$ cat src/rtl/uart_rx_fifo_pkg.sv
// Shared definitions for the UART receiver: default bit timing, data width and FSM states.
package uart_rx_fifo_pkg;

    localparam int unsigned DefaultClksPerBit = 434;
    localparam int unsigned UartDataBits      = 8;

    typedef enum logic [1:0] {
        RxIdle  = 2'd0,
        RxStart = 2'd1,
        RxData  = 2'd2,
        RxStop  = 2'd3
    } rx_state_e;

endpackage

$ cat src/rtl/uart_rx_fifo_byte_fifo.sv
// Byte FIFO with registered read data; pointers carry one extra wrap bit.
module uart_rx_fifo_byte_fifo #(
    parameter int unsigned DEPTH_LOG2 = 4
) (
    input  logic       clk,
    input  logic       rst,
    input  logic       wrreq,
    input  logic [7:0] data,
    input  logic       rdreq,
    output logic [7:0] q,
    output logic       empty,
    output logic       full
);

    localparam int unsigned Depth = 2 ** DEPTH_LOG2;
    localparam logic [DEPTH_LOG2:0] PtrOne = (DEPTH_LOG2 + 1)'(1);

    logic [DEPTH_LOG2:0] wr_ptr_q, wr_ptr_d;
    logic [DEPTH_LOG2:0] rd_ptr_q, rd_ptr_d;
    logic [7:0]          q_q, q_d;
    logic [7:0]          mem_q [Depth];
    logic                rd_en, wr_en;

    assign empty = (wr_ptr_q == rd_ptr_q);
    assign full  = (wr_ptr_q[DEPTH_LOG2] != rd_ptr_q[DEPTH_LOG2]) &&
                   (wr_ptr_q[DEPTH_LOG2-1:0] == rd_ptr_q[DEPTH_LOG2-1:0]);

    // A write into a full FIFO is taken only when a pop frees the slot in the same cycle.
    assign rd_en = rdreq && !empty;
    assign wr_en = wrreq && (!full || rd_en);
    assign q     = q_q;

    // Next-state for pointers and the registered read data.
    always_comb begin
        wr_ptr_d = wr_ptr_q;
        rd_ptr_d = rd_ptr_q;
        q_d      = q_q;
        if (rd_en) begin
            q_d      = mem_q[rd_ptr_q[DEPTH_LOG2-1:0]];
            rd_ptr_d = rd_ptr_q + PtrOne;
        end
        if (wr_en) begin
            wr_ptr_d = wr_ptr_q + PtrOne;
        end
    end

    // Pointer and read-data registers.
    always_ff @(posedge clk or posedge rst) begin
        if (rst) begin
            wr_ptr_q <= '0;
            rd_ptr_q <= '0;
            q_q      <= '0;
        end else begin
            wr_ptr_q <= wr_ptr_d;
            rd_ptr_q <= rd_ptr_d;
            q_q      <= q_d;
        end
    end

    // Storage array, intentionally without reset.
    always_ff @(posedge clk) begin
        if (wr_en) begin
            mem_q[wr_ptr_q[DEPTH_LOG2-1:0]] <= data;
        end
    end

endmodule

$ cat src/rtl/uart_rx_fifo.sv
// 8N1 UART receiver feeding a byte FIFO, with frame-error pulse and sticky overrun flag.
module uart_rx_fifo
    import uart_rx_fifo_pkg::*;
#(
    parameter int unsigned CLKS_PER_BIT = DefaultClksPerBit,
    parameter int unsigned DEPTH_LOG2   = 4
) (
    input  logic       clk,
    input  logic       rst,
    input  logic       rxd,
    input  logic       rdreq,
    output logic [7:0] q,
    output logic       empty,
    output logic       full,
    output logic       frame_err,
    output logic       overrun
);

    localparam int unsigned      CntW     = $clog2(CLKS_PER_BIT);
    localparam logic [CntW-1:0]  HalfLoad = CntW'(CLKS_PER_BIT / 2 - 1);
    localparam logic [CntW-1:0]  FullLoad = CntW'(CLKS_PER_BIT - 1);
    localparam logic [CntW-1:0]  CntOne   = CntW'(1);
    localparam logic [2:0]       LastBit  = 3'(UartDataBits - 1);

    logic            sync1_q, sync2_q, rx_prev_q;
    logic            rx_s, fall;
    rx_state_e       state_q, state_d;
    logic [CntW-1:0] baud_q, baud_d;
    logic [2:0]      bit_idx_q, bit_idx_d;
    logic [7:0]      shreg_q, shreg_d;
    logic            frame_err_q, frame_err_d;
    logic            overrun_q, overrun_d;
    logic            push;

    assign rx_s      = sync2_q;
    assign fall      = !rx_s && rx_prev_q;
    assign frame_err = frame_err_q;
    assign overrun   = overrun_q;

    // Two-flop synchronizer plus previous-sample register for start-edge detection.
    always_ff @(posedge clk or posedge rst) begin
        if (rst) begin
            sync1_q   <= 1'b1;
            sync2_q   <= 1'b1;
            rx_prev_q <= 1'b1;
        end else begin
            sync1_q   <= rxd;
            sync2_q   <= sync1_q;
            rx_prev_q <= rx_s;
        end
    end

    // Receive FSM: sample each bit at its centre, push on a good stop bit.
    always_comb begin
        state_d     = state_q;
        baud_d      = baud_q;
        bit_idx_d   = bit_idx_q;
        shreg_d     = shreg_q;
        frame_err_d = 1'b0;
        push        = 1'b0;
        unique case (state_q)
            RxIdle: begin
                if (fall) begin
                    baud_d  = HalfLoad;
                    state_d = RxStart;
                end
            end
            RxStart: begin
                if (baud_q != '0) begin
                    baud_d = baud_q - CntOne;
                end else if (rx_s) begin
                    state_d = RxIdle;
                end else begin
                    baud_d    = FullLoad;
                    bit_idx_d = '0;
                    state_d   = RxData;
                end
            end
            RxData: begin
                if (baud_q != '0) begin
                    baud_d = baud_q - CntOne;
                end else begin
                    shreg_d = {rx_s, shreg_q[7:1]};
                    baud_d  = FullLoad;
                    if (bit_idx_q == LastBit) begin
                        state_d = RxStop;
                    end else begin
                        bit_idx_d = bit_idx_q + 3'd1;
                    end
                end
            end
            RxStop: begin
                if (baud_q != '0) begin
                    baud_d = baud_q - CntOne;
                end else begin
                    // Leaving at mid-stop so a back-to-back start edge is not missed.
                    push        = rx_s;
                    frame_err_d = !rx_s;
                    state_d     = RxIdle;
                end
            end
            default: state_d = RxIdle;
        endcase
    end

    // While full the FIFO is non-empty, so rdreq alone decides whether the pop frees a slot.
    always_comb begin
        overrun_d = overrun_q | (push && full && !rdreq);
    end

    // FSM, counters, shift register and status flags.
    always_ff @(posedge clk or posedge rst) begin
        if (rst) begin
            state_q     <= RxIdle;
            baud_q      <= '0;
            bit_idx_q   <= '0;
            shreg_q     <= '0;
            frame_err_q <= 1'b0;
            overrun_q   <= 1'b0;
        end else begin
            state_q     <= state_d;
            baud_q      <= baud_d;
            bit_idx_q   <= bit_idx_d;
            shreg_q     <= shreg_d;
            frame_err_q <= frame_err_d;
            overrun_q   <= overrun_d;
        end
    end

    uart_rx_fifo_byte_fifo #(
        .DEPTH_LOG2(DEPTH_LOG2)
    ) u_fifo (
        .clk  (clk),
        .rst  (rst),
        .wrreq(push),
        .data (shreg_q),
        .rdreq(rdreq),
        .q    (q),
        .empty(empty),
        .full (full)
    );

endmodule

$ cat config.mk
export PLATFORM = sky130hd
export DESIGN_NAME = uart_rx_fifo
export DESIGN_NICKNAME = d
export VERILOG_FILES = /design/src/rtl/uart_rx_fifo_pkg.sv /design/src/rtl/uart_rx_fifo_byte_fifo.sv /design/src/rtl/uart_rx_fifo.sv
export SDC_FILE = /design/constraint.sdc
export NUM_CORES = 1
export LEC_CHECK = 0
export ABC_AREA = 1
export BUFFER_PORTS_ARGS = -buffer_cell sky130_fd_sc_hd__buf_2
export CORE_ASPECT_RATIO = 1.25
export CORE_MARGIN = 2
export CORE_UTILIZATION = 49
export CTS_CLUSTER_SIZE = 24
export DETAILED_ROUTE_END_ITERATION = 12
export SLEW_MARGIN = 20
export SYNTH_ARGS = -nofsm -noshare
export SYNTH_HDL_FRONTEND = slang
export SYNTH_SLANG_ARGS = --single-unit
$ cat constraint.sdc
create_clock -name clk -period 2.7 [get_ports clk]
set_input_delay 0 -clock clk [delete_from_list [all_inputs] [get_ports clk]]
set_output_delay 0 -clock clk [all_outputs]
set_load 0.01 [all_outputs]
==> impl_metrics.prom, run 1 <==
# TYPE chip_impl_metric gauge
chip_impl_metric{name="place.detailed.hpwl",unit="microns"} 11800
chip_impl_metric{name="total_leakage_power",unit="uW"} 0.00361
chip_impl_metric{name="dp_cells",unit=""} 971
chip_impl_metric{name="drt_first_pass_iters",unit=""} 5
chip_impl_info{name="min-delay-start",value="rxd"} 1
chip_impl_info{name="tritoncts",value="done"} 1
chip_impl_info{name="yosys.area.top_type",value="edfxtp_1"} 1
chip_impl_metric{name="timing_limited_maximum_frequency",unit="MHz"} 439
chip_impl_metric{name="min_clock_period_post_route",unit="ps"} 2280
chip_impl_info{name="critPathLaunch",value="baud_q[0]"} 1
chip_impl_metric{name="dieWidth",unit="microns"} 116
chip_impl_metric{name="drv_cap",unit=""} 0
chip_impl_metric{name="detail_route.drc_violations",unit=""} 0
chip_impl_metric{name="tightestPinTransition",unit="ps"} 923
chip_impl_metric{name="detail_route.vias_per_cell",unit=""} 5.21
chip_impl_metric{name="synth_edf_count",unit=""} 128
chip_impl_metric{name="flow.area_growth_from_synthesis",unit="%"} 13.2
chip_impl_metric{name="grt_pass1_vias",unit=""} 5298
chip_impl_metric{name="totalWireLength",unit="microns"} 17500
chip_impl_metric{name="timing.final.setup_violations",unit=""} 0
chip_impl_info{name="setup.worst_path.end_class",value="flop"} 1
chip_impl_metric{name="synth.lib_cells_used.distinct",unit=""} 33
chip_impl_metric{name="buffer_ports.inserted",unit=""} 15
chip_impl_info{name="holdPathEnd",value="sync1_q"} 1
chip_impl_metric{name="clkSlewWorstSetupHoldPaths",unit="ps"} 70
chip_impl_metric{name="skew",unit="ps"} 10.2
chip_impl_metric{name="vdd_drop_max",unit="uV"} 499
chip_impl_metric{name="maximum_number_of_pins_on_one_net_before_global_route_repair",unit=""} 58
chip_impl_metric{name="antenna-diode-count",unit=""} 0
chip_impl_metric{name="grt_usage",unit="%"} 22.6
chip_impl_metric{name="postSynthNetCount",unit=""} 770
chip_impl_metric{name="post_cts_buffers",unit=""} 0
chip_impl_info{name="rr_endpoint",value="u_fifo.mem_q[3][5]"} 1
chip_impl_metric{name="yosys.area.top_type_share",unit="%"} 50.2
chip_impl_metric{name="boundaryPins",unit=""} 16
chip_impl_metric{name="design.final.nets",unit=""} 798
chip_impl_metric{name="final_sum_of_negative_setup_slack",unit="ps"} 0
chip_impl_metric{name="dieArea",unit="sq mm"} 0.0167
chip_impl_metric{name="layoutNonFillerInstCount",unit=""} 1006
chip_impl_metric{name="reg2reg_depth",unit=""} 8
chip_impl_metric{name="coreArea",unit="sq mm"} 0.0154
chip_impl_metric{name="pwr_dens",unit="mW/mm^2"} 950
chip_impl_metric{name="cts_buffers",unit=""} 17
chip_impl_metric{name="cts_repair_resize_count",unit=""} 0
chip_impl_metric{name="timing.final.crit_share",unit="%"} 84.4
chip_impl_info{name="status",value="completed"} 1
chip_impl_metric{name="report.power.total",unit="uW"} 8230
chip_impl_metric{name="num_vias",unit=""} 5242
chip_impl_info{name="ctsRootBufferMaster",value="clkbuf_16"} 1
chip_impl_metric{name="setup_slack",unit="ps"} 420
chip_impl_metric{name="ys_warn_count",unit=""} 0
chip_impl_info{name="most_used_dff_post_synth",value="edfxtp_1"} 1
chip_impl_metric{name="max_slew_margin",unit="%"} 38.4
chip_impl_metric{name="final_hold_viol_count",unit=""} 0
chip_impl_metric{name="final_weighted_congestion_of_routability_driven_global_placement",unit=""} 0.855
chip_impl_metric{name="cts.htree.levels",unit=""} 4
chip_impl_metric{name="synthesis.area_per_instance",unit="sq um"} 10.2
chip_impl_metric{name="average_wire_per_cell_in_the_routed_design",unit="microns"} 17.4
chip_impl_metric{name="synth.ff_latch_count",unit=""} 173
chip_impl_metric{name="initial_utilization",unit="%"} 49.6
chip_impl_metric{name="hold_depth",unit=""} 2
chip_impl_info{name="crit_type",value="flop to flop"} 1
chip_impl_info{name="beginning_of_the_worst_register_to_register_path",value="baud_q[0]"} 1
chip_impl_metric{name="clock_latency_late_sink",unit="ps"} 430
chip_impl_metric{name="drive_gt1_share",unit="%"} 11.5
chip_impl_metric{name="first_iter_violations",unit=""} 416
chip_impl_metric{name="floorplan.die.height",unit="microns"} 144
chip_impl_info{name="unrepaired_setup_endpoints_after_global_routing",value="false"} 1
chip_impl_metric{name="worstPathRequired",unit="ps"} 2760
chip_impl_metric{name="synth-seq-area-share",unit="%"} 64.9
chip_impl_metric{name="layout.core_utilization",unit="%"} 56.1
chip_impl_metric{name="netlist_instances",unit=""} 753
chip_impl_metric{name="antenna_found_initial",unit=""} 0
chip_impl_metric{name="final-max-slew-violation-count",unit=""} 0
chip_impl_metric{name="postRouteAntennaNets",unit=""} 0
chip_impl_metric{name="preCtsSetupSlack",unit="ps"} 432
chip_impl_metric{name="asyncSetResetFlopFracSynth",unit="%"} 26.0
chip_impl_metric{name="timing.critical_path.fanout_max",unit=""} 8
chip_impl_metric{name="clockBufferDepth",unit=""} 2
chip_impl_metric{name="timing.critical_path.arrival",unit="ps"} 2340
chip_impl_metric{name="globalRouteOverflowTotal",unit=""} 0
chip_impl_metric{name="fp-row-count",unit=""} 51
chip_impl_metric{name="grt_pass1_wl",unit="microns"} 27100
chip_impl_metric{name="timing.reg2reg.setup_slack",unit="ps"} 420
chip_impl_info{name="cp-start-kind",value="flop"} 1
chip_impl_info{name="worst_hold_path_type",value="input port to flop"} 1
chip_impl_metric{name="num_clock_sinks",unit=""} 173
chip_impl_metric{name="synth_area",unit="sq mm"} 0.00766
chip_impl_info{name="synth_top_cells_by_area",value="edfxtp_1 (50%), dfrtp_1 (14%), nand2_1 (10%), nor2_1 (5.0%), o21ai_1 (3.5%)"} 1
[report_power, final]
part | leakage (uW) | internal (uW) | switching (uW)
Combinational | 0.00156 | 781 | 1660
Sequential | 0.00176 | 3000 | 191
Clock | 0.000297 | 1570 | 1030
[area by class of cell]
cell class / count / area [sq um]
Fill cell: 1352 / 6770
Sequential cell: 173 / 4970
Multi-Input combinational cell: 498 / 2340
Clock buffer: 18 / 429
Tap cell: 212 / 265
Timing Repair Buffer: 38 / 255
Clock inverter: 14 / 208
Inverter: 53 / 199
[sequential cells by signal, summed over array words and instances, names as in the netlist, 3 cells and up, named ones only]
| name | cells |
|---|---|
| baud_q | 9 |
| bit_idx_q | 3 |
| shreg_q | 8 |
| u_fifo.mem_q | 128 |
| u_fifo.q | 8 |
| u_fifo.rd_ptr_q | 5 |
| u_fifo.wr_ptr_q | 5 |
[layout by cell type, fill, tap and decap left out, types with 2 or more instances in the layout]
cell type / netlist / layout
inv_6: 0 / 2
dfrtp_1: 42 / 41
nand4_1: 4 / 4
edfxtp_1: 128 / 128
nand2_1: 210 / 210
dfstp_2: 3 / 3
nand2_2: 3 / 3
inv_1: 46 / 45
inv_8: 0 / 2
buf_4: 3 / 20
dlygate4sd3_1: 0 / 3
xor2_1: 9 / 9
xnor2_1: 4 / 4
inv_2: 6 / 7
o21ai_1: 54 / 54
o21ai_0: 18 / 18
nor2_4: 2 / 2
nor3_1: 13 / 13
clkinvlp_4: 0 / 4
a21oi_1: 4 / 4
clkinv_4: 0 / 2
nor2_2: 3 / 3
buf_2: 17 / 15
nor2_1: 101 / 101
nand3_1: 52 / 52
bufinv_16: 0 / 4
ha_1: 13 / 13
clkbuf_16: 0 / 17
[cell families (layout without fill, tap and decap cells)]
group           after synthesis  in the layout  synth area share [%]
buf+inv                      82            123                  4.54
simple gates                394            394                  21.7
xor+xnor                     13             13                  1.49
flops                       173            173                  64.9
fa+ha+maj                    13             13                  2.12
compound gates               78             78                  5.16
[worst max path at each step]
stage,cells after the start,to
after floorplan,9,u_fifo.mem_q[13][0]
after global placement,9,u_fifo.mem_q[0][0]
after detailed placement,9,u_fifo.mem_q[7][5]
after CTS,9,u_fifo.mem_q[7][5]
after global routing,8,u_fifo.mem_q[3][6]
final,8,u_fifo.mem_q[3][5]
[metal layers]
metal	track usage [%]	up-vias	routed length [microns]
li1	-	2560	-
met1	26.6	2495	6950
met2	38.8	147	9230
met3	3.80	40	665
met4	13.2	0	665
met5	0	-	0
[Yosys cell counts, types with 4 or more instances]
cell,count
o21ai_1,54
o21ai_0,18
edfxtp_1,128
ha_1,13
nand2_1,210
xnor2_1,4
nor2_1,101
nor3_1,13
nand3_1,52
inv_1,46
dfrtp_1,42
buf_2,17
clkbuf_1,7
a21oi_1,4
nand4_1,4
xor2_1,9
inv_2,6
[worst max-delay path, cell delays in order, from the launching register on]
cell and delay, ps:
dfrtp_1 380, inv_1 120, ha_1 270, nand2_4 100, nor2_8 160, nand3_4 90
nor2_4 120, nand4_1 130, nor2_1 540
[timing repair]
action                     in CTS  in global routing
setup endpoints to repair       0                  0
hold buffers                    3                  0
hold endpoints to repair       44                  0
[per-stage QoR]
stage | hold slack, ps | area, sq um
floorplan | 4.48 | 7660
global route | 237 | 8670
global placement | 113 | 8000
detailed placement | 112 | 8000
finish | 218 | 8670
CTS | 196 | 8670
Power figures use the tool's default switching activity.
==> run 2: changes to the inputs <==
Settings changed: ABC_AREA 1 to 0.
Clock period 2.7 ns to 2.2 ns, I/O delays scaled along.
==> impl_metrics.prom, run 2 <==
# TYPE chip_impl_metric gauge
chip_impl_info{name="rr_endpoint",value="u_fifo.mem_q[2][4]"} 1
chip_impl_metric{name="buffer_ports.inserted",unit=""} 15
chip_impl_metric{name="grt_pass1_vias",unit=""} 4088
chip_impl_metric{name="min_clock_period_post_route",unit="ps"} 2200
chip_impl_metric{name="drt_first_pass_iters",unit=""} 4
chip_impl_info{name="min-delay-start",value="rxd"} 1
chip_impl_metric{name="num_clock_sinks",unit=""} 173
chip_impl_metric{name="preCtsSetupSlack",unit="ps"} -53.3
chip_impl_metric{name="globalRouteOverflowTotal",unit=""} 0
chip_impl_metric{name="antenna-diode-count",unit=""} 0
chip_impl_metric{name="synth-seq-area-share",unit="%"} 67.9
chip_impl_info{name="holdPathEnd",value="sync1_q"} 1
chip_impl_info{name="layout.cells.most_common_list",value="edfxtp_1 (128), dfrtp_1 (40), buf_4 (32)"} 1
chip_impl_metric{name="pwr_dens",unit="mW/mm^2"} 1150
chip_impl_metric{name="timing.reg2reg.setup_slack",unit="ps"} 5
chip_impl_metric{name="yosys.area.top_type_share",unit="%"} 52.5
chip_impl_metric{name="netlist_instances",unit=""} 451
chip_impl_info{name="unrepaired_setup_endpoints_after_global_routing",value="true"} 1
chip_impl_metric{name="coreArea",unit="sq mm"} 0.0145
chip_impl_metric{name="synth.ff_latch_count",unit=""} 173
chip_impl_metric{name="floorplan.die.height",unit="microns"} 141
chip_impl_info{name="most_common_cell_after_layout_fill_and_taps_aside",value="edfxtp_1"} 1
chip_impl_metric{name="setup_slack",unit="ps"} 4.86
chip_impl_metric{name="max_slew_margin",unit="%"} 45.9
chip_impl_metric{name="detail_route.drc_violations",unit=""} 0
chip_impl_metric{name="synth_area",unit="sq mm"} 0.00732
chip_impl_info{name="beginning_of_the_worst_register_to_register_path",value="baud_q[0]"} 1
chip_impl_metric{name="final-max-slew-violation-count",unit=""} 0
chip_impl_info{name="setup.worst_path.end_class",value="flop"} 1
chip_impl_metric{name="design.final.nets",unit=""} 537
chip_impl_metric{name="skew",unit="ps"} 5.27
chip_impl_info{name="status",value="completed"} 1
chip_impl_metric{name="average_wire_per_cell_in_the_routed_design",unit="microns"} 19.7
chip_impl_metric{name="detail_route.vias_per_cell",unit=""} 5.53
chip_impl_info{name="cp-start-kind",value="flop"} 1
chip_impl_metric{name="postSynthNetCount",unit=""} 468
chip_impl_metric{name="postRouteAntennaNets",unit=""} 0
chip_impl_metric{name="final_sum_of_negative_setup_slack",unit="ps"} 0
chip_impl_metric{name="timing.critical_path.arrival",unit="ps"} 2340
chip_impl_metric{name="cts.htree.levels",unit=""} 4
chip_impl_metric{name="largest_reg_flops",unit=""} 128
chip_impl_info{name="synthMostInstantiatedCell",value="edfxtp_1"} 1
chip_impl_metric{name="finalHoldWorstSlack",unit="ps"} 215
chip_impl_metric{name="ys_warn_count",unit=""} 0
chip_impl_metric{name="area_post_placement",unit="sq mm"} 0.00811
chip_impl_info{name="tritoncts",value="done"} 1
chip_impl_metric{name="asyncSetResetFlopFracSynth",unit="%"} 26.0
chip_impl_metric{name="drv_cap",unit=""} 0
chip_impl_metric{name="cts_buffers",unit=""} 17
chip_impl_info{name="yosys.area.top_type",value="edfxtp_1"} 1
chip_impl_info{name="ctsRootBufferMaster",value="clkbuf_16"} 1
chip_impl_info{name="synth_top_cells_by_area",value="edfxtp_1 (52%), dfrtp_1 (14%), mux4_2 (6.8%), mux2_2 (2.8%), ha_1 (2.2%)"} 1
chip_impl_metric{name="timing.final.crit_share",unit="%"} 99.8
chip_impl_metric{name="grt_pass1_wl",unit="microns"} 22100
chip_impl_metric{name="worstPathRequired",unit="ps"} 2340
chip_impl_metric{name="antenna_found_initial",unit=""} 0
chip_impl_metric{name="hold_depth",unit=""} 2
chip_impl_metric{name="initial_utilization",unit="%"} 50.4
chip_impl_metric{name="timing_limited_maximum_frequency",unit="MHz"} 456
chip_impl_metric{name="vdd_drop_max",unit="uV"} 649
chip_impl_info{name="synthTopCellsByCount",value="edfxtp_1 (128), dfrtp_1 (42), a21oi_1 (23), mux4_2 (22), nor2_1 (22)"} 1
chip_impl_metric{name="clockBufferDepth",unit=""} 2
chip_impl_metric{name="first_iter_violations",unit=""} 311
chip_impl_info{name="crit_type",value="flop to flop"} 1
chip_impl_metric{name="timing.critical_path.fanout_max",unit=""} 8
chip_impl_metric{name="final_hold_viol_count",unit=""} 0
chip_impl_metric{name="dieWidth",unit="microns"} 113
chip_impl_info{name="worst_hold_path_type",value="input port to flop"} 1
chip_impl_metric{name="reg2reg_depth",unit=""} 10
chip_impl_metric{name="synth_edf_count",unit=""} 128
chip_impl_metric{name="flow.area_growth_from_synthesis",unit="%"} 21.7
chip_impl_metric{name="synthesis.area_per_instance",unit="sq um"} 16.2
chip_impl_metric{name="boundaryPins",unit=""} 16
chip_impl_metric{name="drive_gt1_share",unit="%"} 31.7
chip_impl_metric{name="final_weighted_congestion_of_routability_driven_global_placement",unit=""} 0.815
chip_impl_info{name="most_used_dff_post_synth",value="edfxtp_1"} 1
chip_impl_metric{name="tightestPinTransition",unit="ps"} 811
chip_impl_metric{name="totalWireLength",unit="microns"} 14000
chip_impl_metric{name="num_vias",unit=""} 3933
chip_impl_metric{name="dieArea",unit="sq mm"} 0.0159
chip_impl_metric{name="final_cell_area",unit="sq mm"} 0.00891
chip_impl_metric{name="total_leakage_power",unit="uW"} 0.00325
chip_impl_metric{name="fp-row-count",unit=""} 49
chip_impl_metric{name="timing.final.setup_violations",unit=""} 0
chip_impl_metric{name="maximum_number_of_pins_on_one_net_before_global_route_repair",unit=""} 52
chip_impl_metric{name="clock_latency_late_sink",unit="ps"} 430
chip_impl_metric{name="grt_usage",unit="%"} 18.8
chip_impl_metric{name="clkSlewWorstSetupHoldPaths",unit="ps"} 60
chip_impl_metric{name="synth.lib_cells_used.distinct",unit=""} 51
chip_impl_metric{name="place.detailed.hpwl",unit="microns"} 9290
[run 2: cell types whose count changed after synthesis, sizes merged, moves of 20 or more]
cell   previous run  this run
o21ai            72        15
a21oi             4        24
mux4              0        24
nor2            107        22
nand2           214        18
nand3            53         4
inv              52        15
[run 2: final cells by class]
| type | count | area, sq um |
|---|---|---|
| Multi-Input combinational cell | 242 | 2260 |
| Tap cell | 178 | 223 |
| Sequential cell | 173 | 4980 |
| Clock inverter | 12 | 194 |
| Inverter | 15 | 57.6 |
| Clock buffer | 20 | 437 |
| Fill cell | 1084 | 5620 |
| Timing Repair Buffer | 71 | 762 |
[run 2: worst max path at each step]
stage / end / from
2_1_floorplan: u_fifo.mem_q[1][0] / baud_q[0]
3_3_place_gp: u_fifo.q[0] / u_fifo.rd_ptr_q[1]
3_5_place_dp: u_fifo.q[0] / u_fifo.rd_ptr_q[1]
4_1_cts: u_fifo.mem_q[0][2] / baud_q[1]
5_1_grt: u_fifo.mem_q[2][4] / baud_q[0]
6_report: u_fifo.mem_q[2][4] / baud_q[0]
[run 2: critical path: stages, from the launching register on]
cell      delay (ps)
dfrtp_1          380
inv_2             80
ha_4             140
nor3b_4          190
nand3_2          120
a311oi_4         280
buf_6            170
buf_12           120
nand2_4           60
nor3_4           210
buf_12           150
[run 2: logic make-up (layout without fill, tap and decap cells)]
family          Yosys count  in the layout  synth area share (%)
fa+ha+maj                13             13                  2.22
flops                   173            173                  67.9
xor+xnor                 14             14                  1.93
simple gates             93             93                  7.25
compound gates           71             71                  6.53
buf+inv                  36            118                  2.67
mux                      51             51                  11.5
[run 2: timing repair]
action | CTS | global route
resized for setup | 1 | 15
cloned | 0 | 1
hold buffers | 3 | 0
setup buffers | 1 | 4
endpoints found under the setup margin | 9 | 130
pin swaps | 1 | 7
hold endpoints to repair | 44 | 0
[run 2: per-layer routing]
| layer | track usage [%] | part of all wire (%) | up-vias |
|---|---|---|---|
| li1 | - | - | 1862 |
| met1 | 23.1 | 44 | 1975 |
| met2 | 31.9 | 51 | 69 |
| met3 | 4.26 | 2.6 | 27 |
| met4 | 8.34 | 2.8 | 0 |
| met5 | 0 | 0 | - |
[run 2: through the flow]
stage / cells / util (%) / power, uW
6_report: 711 / 61.3 / 10200
5_1_grt: 711 / 61.3 / 10800
4_1_cts: 706 / 60.5 / 10200
3_5_place_dp: 670 / 55.8 / 7030
3_3_place_gp: 670 / 55.8 / 6970
2_1_floorplan: 451 / - / 6040
[run 2: report_power, final]
group	total [uW]	switching [uW]	internal [uW]
registers	3960	215	3740
logic	3070	1610	1460
clock network	3180	1170	2000
==> run 3: changes to the inputs <==
--- a/config.mk
+++ b/config.mk
@@ -14,2 +14,3 @@
 export DETAILED_ROUTE_END_ITERATION = 12
+export PLACE_DENSITY = 0.67
 export SLEW_MARGIN = 20
==> constraint.sdc (replaced) <==
create_clock -name clk -period 1.8 [get_ports clk]
set_input_delay 0.18 -clock clk [delete_from_list [all_inputs] [get_ports clk]]
set_output_delay 0.18 -clock clk [all_outputs]
set_load 0.01 [all_outputs]
==> impl_metrics.prom, run 3 (synthesis results as in run 2) <==
# TYPE chip_impl_metric gauge
chip_impl_metric{name="dieArea",unit="sq mm"} 0.0159
chip_impl_metric{name="cts_buffers",unit=""} 17
chip_impl_metric{name="multi_input_comb_area",unit="sq mm"} 0.00259
chip_impl_metric{name="total_leakage_power",unit="uW"} 0.00345
chip_impl_metric{name="detail_route.vias_per_cell",unit=""} 5.74
chip_impl_metric{name="report.power.total",unit="uW"} 13600
chip_impl_metric{name="largest_reg_flops",unit=""} 128
chip_impl_metric{name="flow.area_growth_from_synthesis",unit="%"} 27.9
chip_impl_metric{name="drive_gt1_share",unit="%"} 43.7
chip_impl_metric{name="clockBufferDepth",unit=""} 2
chip_impl_metric{name="dp_cells",unit=""} 689
chip_impl_metric{name="timing.critical_path.fanout_max",unit=""} 8
chip_impl_metric{name="postRouteAntennaNets",unit=""} 0
chip_impl_info{name="unrepaired_setup_endpoints_after_global_routing",value="true"} 1
chip_impl_metric{name="totalWireLength",unit="microns"} 15800
chip_impl_metric{name="timing.critical_path.arrival",unit="ps"} 2270
chip_impl_metric{name="detail_route.drc_violations",unit=""} 0
chip_impl_metric{name="hold_depth",unit=""} 4
chip_impl_metric{name="average_wire_per_cell_in_the_routed_design",unit="microns"} 21.4
chip_impl_metric{name="design.final.nets",unit=""} 562
chip_impl_metric{name="drv_cap",unit=""} 0
chip_impl_metric{name="boundaryPins",unit=""} 16
chip_impl_metric{name="timing.final.setup_violations",unit=""} 144
chip_impl_metric{name="min_clock_period_post_route",unit="ps"} 2120
chip_impl_metric{name="floorplan.die.height",unit="microns"} 141
chip_impl_metric{name="worstPathRequired",unit="ps"} 1950
chip_impl_metric{name="detail_route.wirelength.met1",unit="microns"} 6140
chip_impl_metric{name="preCtsSetupSlack",unit="ps"} -328
chip_impl_metric{name="timing.reg2reg.setup_slack",unit="ps"} -320
chip_impl_info{name="status",value="complete, but fails checks"} 1
chip_impl_metric{name="n_fill_cell",unit=""} 975
chip_impl_metric{name="vdd_drop_max",unit="uV"} 778
chip_impl_metric{name="tightestPinTransition",unit="ps"} 771
chip_impl_metric{name="buffer_ports.inserted",unit=""} 15
chip_impl_info{name="beginning_of_the_worst_register_to_register_path",value="baud_q[1]"} 1
chip_impl_metric{name="place.detailed.hpwl",unit="microns"} 9940
chip_impl_metric{name="num_vias",unit=""} 4228
chip_impl_info{name="failing_checks",value="negative setup slack"} 1
chip_impl_info{name="layout.cells.most_common_list",value="edfxtp_1 (128), buf_4 (51), dfrtp_1 (40)"} 1
chip_impl_metric{name="clkSlewWorstSetupHoldPaths",unit="ps"} 60
chip_impl_metric{name="first_iter_violations",unit=""} 273
chip_impl_metric{name="antenna_found_initial",unit=""} 0
chip_impl_info{name="min-delay-start",value="rdreq"} 1
chip_impl_metric{name="coreArea",unit="sq mm"} 0.0145
chip_impl_info{name="holdPathEnd",value="overrun"} 1
chip_impl_metric{name="num_clock_sinks",unit=""} 173
chip_impl_metric{name="route.met2.wl",unit="microns"} 8340
chip_impl_info{name="rr_endpoint",value="u_fifo.mem_q[1][4]"} 1
chip_impl_metric{name="grt_pass1_vias",unit=""} 4422
chip_impl_metric{name="grt_usage",unit="%"} 21.2
chip_impl_metric{name="timing.final.crit_share",unit="%"} 118
chip_impl_metric{name="timing_limited_maximum_frequency",unit="MHz"} 471
chip_impl_info{name="cp-start-kind",value="flop"} 1
chip_impl_info{name="tritoncts",value="done"} 1
chip_impl_metric{name="globalRouteOverflowTotal",unit=""} 0
chip_impl_metric{name="antenna-diode-count",unit=""} 0
chip_impl_info{name="most_common_cell_after_layout_fill_and_taps_aside",value="edfxtp_1"} 1
chip_impl_metric{name="grt_pass1_wl",unit="microns"} 24800
chip_impl_metric{name="cts.htree.levels",unit=""} 4
chip_impl_metric{name="final_weighted_congestion_of_routability_driven_global_placement",unit=""} 0.884
chip_impl_metric{name="fp-row-count",unit=""} 49
chip_impl_metric{name="final_hold_viol_count",unit=""} 0
chip_impl_metric{name="final-max-slew-violation-count",unit=""} 0
chip_impl_info{name="worst_hold_path_type",value="input port to flop"} 1
chip_impl_metric{name="seq_area",unit="sq mm"} 0.00498
chip_impl_metric{name="finalHoldWorstSlack",unit="ps"} 120
chip_impl_metric{name="met3WireLength",unit="microns"} 787
chip_impl_metric{name="skew",unit="ps"} 9.67
chip_impl_metric{name="setup_slack",unit="ps"} -322
chip_impl_metric{name="dieWidth",unit="microns"} 113
chip_impl_metric{name="maximum_number_of_pins_on_one_net_before_global_route_repair",unit=""} 39
chip_impl_info{name="crit_type",value="flop to flop"} 1
chip_impl_metric{name="layoutNonFillerInstCount",unit=""} 736
chip_impl_metric{name="max_slew_margin",unit="%"} 48.6
chip_impl_metric{name="reg2reg_depth",unit=""} 9
chip_impl_info{name="ctsRootBufferMaster",value="clkbuf_16"} 1
chip_impl_metric{name="pwr_dens",unit="mW/mm^2"} 1450
chip_impl_metric{name="clock_latency_late_sink",unit="ps"} 430
chip_impl_metric{name="initial_utilization",unit="%"} 50.4
chip_impl_metric{name="drt_first_pass_iters",unit=""} 5
chip_impl_info{name="setup.worst_path.end_class",value="flop"} 1
chip_impl_info{name="top_layer_used",value="met4"} 1
[run 3: worst max path at each step]
stage	start	end	slack, ps	cells after the start
6_report	baud_q[1]	u_fifo.mem_q[1][4]	-320	9
5_1_grt	baud_q[1]	u_fifo.mem_q[1][4]	-430	9
4_1_cts	baud_q[1]	u_fifo.mem_q[8][0]	-310	8
3_5_place_dp	u_fifo.rd_ptr_q[1]	u_fifo.q[6]	-330	9
3_3_place_gp	u_fifo.rd_ptr_q[1]	u_fifo.q[6]	-350	9
2_1_floorplan	baud_q[0]	u_fifo.mem_q[1][0]	-420	8
[run 3: critical path, stage by stage (launching register included)]
cell and delay [ps]:
dfrtp_1 400, inv_2 90, ha_4 130, nor3b_4 190
nand3_2 120, a311oi_4 290, buf_12 190, nand2_8 60
nor3_4 210, buf_12 150
[run 3: stage by stage]
stage	utilization (%)	cell area (sq um)	setup TNS, ps
final	64.4	9360	-32240
after global routing	64.4	9360	-45820
after CTS	63.5	9230	-34490
after detailed placement	56.5	8220	-34810
after global placement	56.5	8220	-29430
after floorplan	-	7400	-34660
[run 3: repair_timing]
action | in CTS | in global routing
hold buffers | 2 | 0
setup buffers | 13 | 4
resized for setup | 78 | 32
pin swaps | 32 | 11
hold endpoints to repair | 45 | 0
gates cloned | 3 | 0
setup endpoints to repair | 158 | 165
[run 3: per-layer routing]
metal,vias to the layer above,GRT usage (%)
met1,2111,26.3
met2,154,36.2
met5,-,0
met4,0,8.60
met3,38,4.64
li1,1925,-
[run 3: power by group]
group | switching, uW | total, uW | internal, uW
clock network | 1510 | 3550 | 2040
logic | 2560 | 5240 | 2680
registers | 238 | 4810 | 4570
[run 3: area by class of cell]
class                   instances  area share, %
well taps                     178           2.38
repair buffers                 96           10.1
multi-input cells             242           27.6
clock inverters                14           1.54
clock buffers                  18           4.58
flip-flops and latches        173           53.1
inverters                      15          0.641
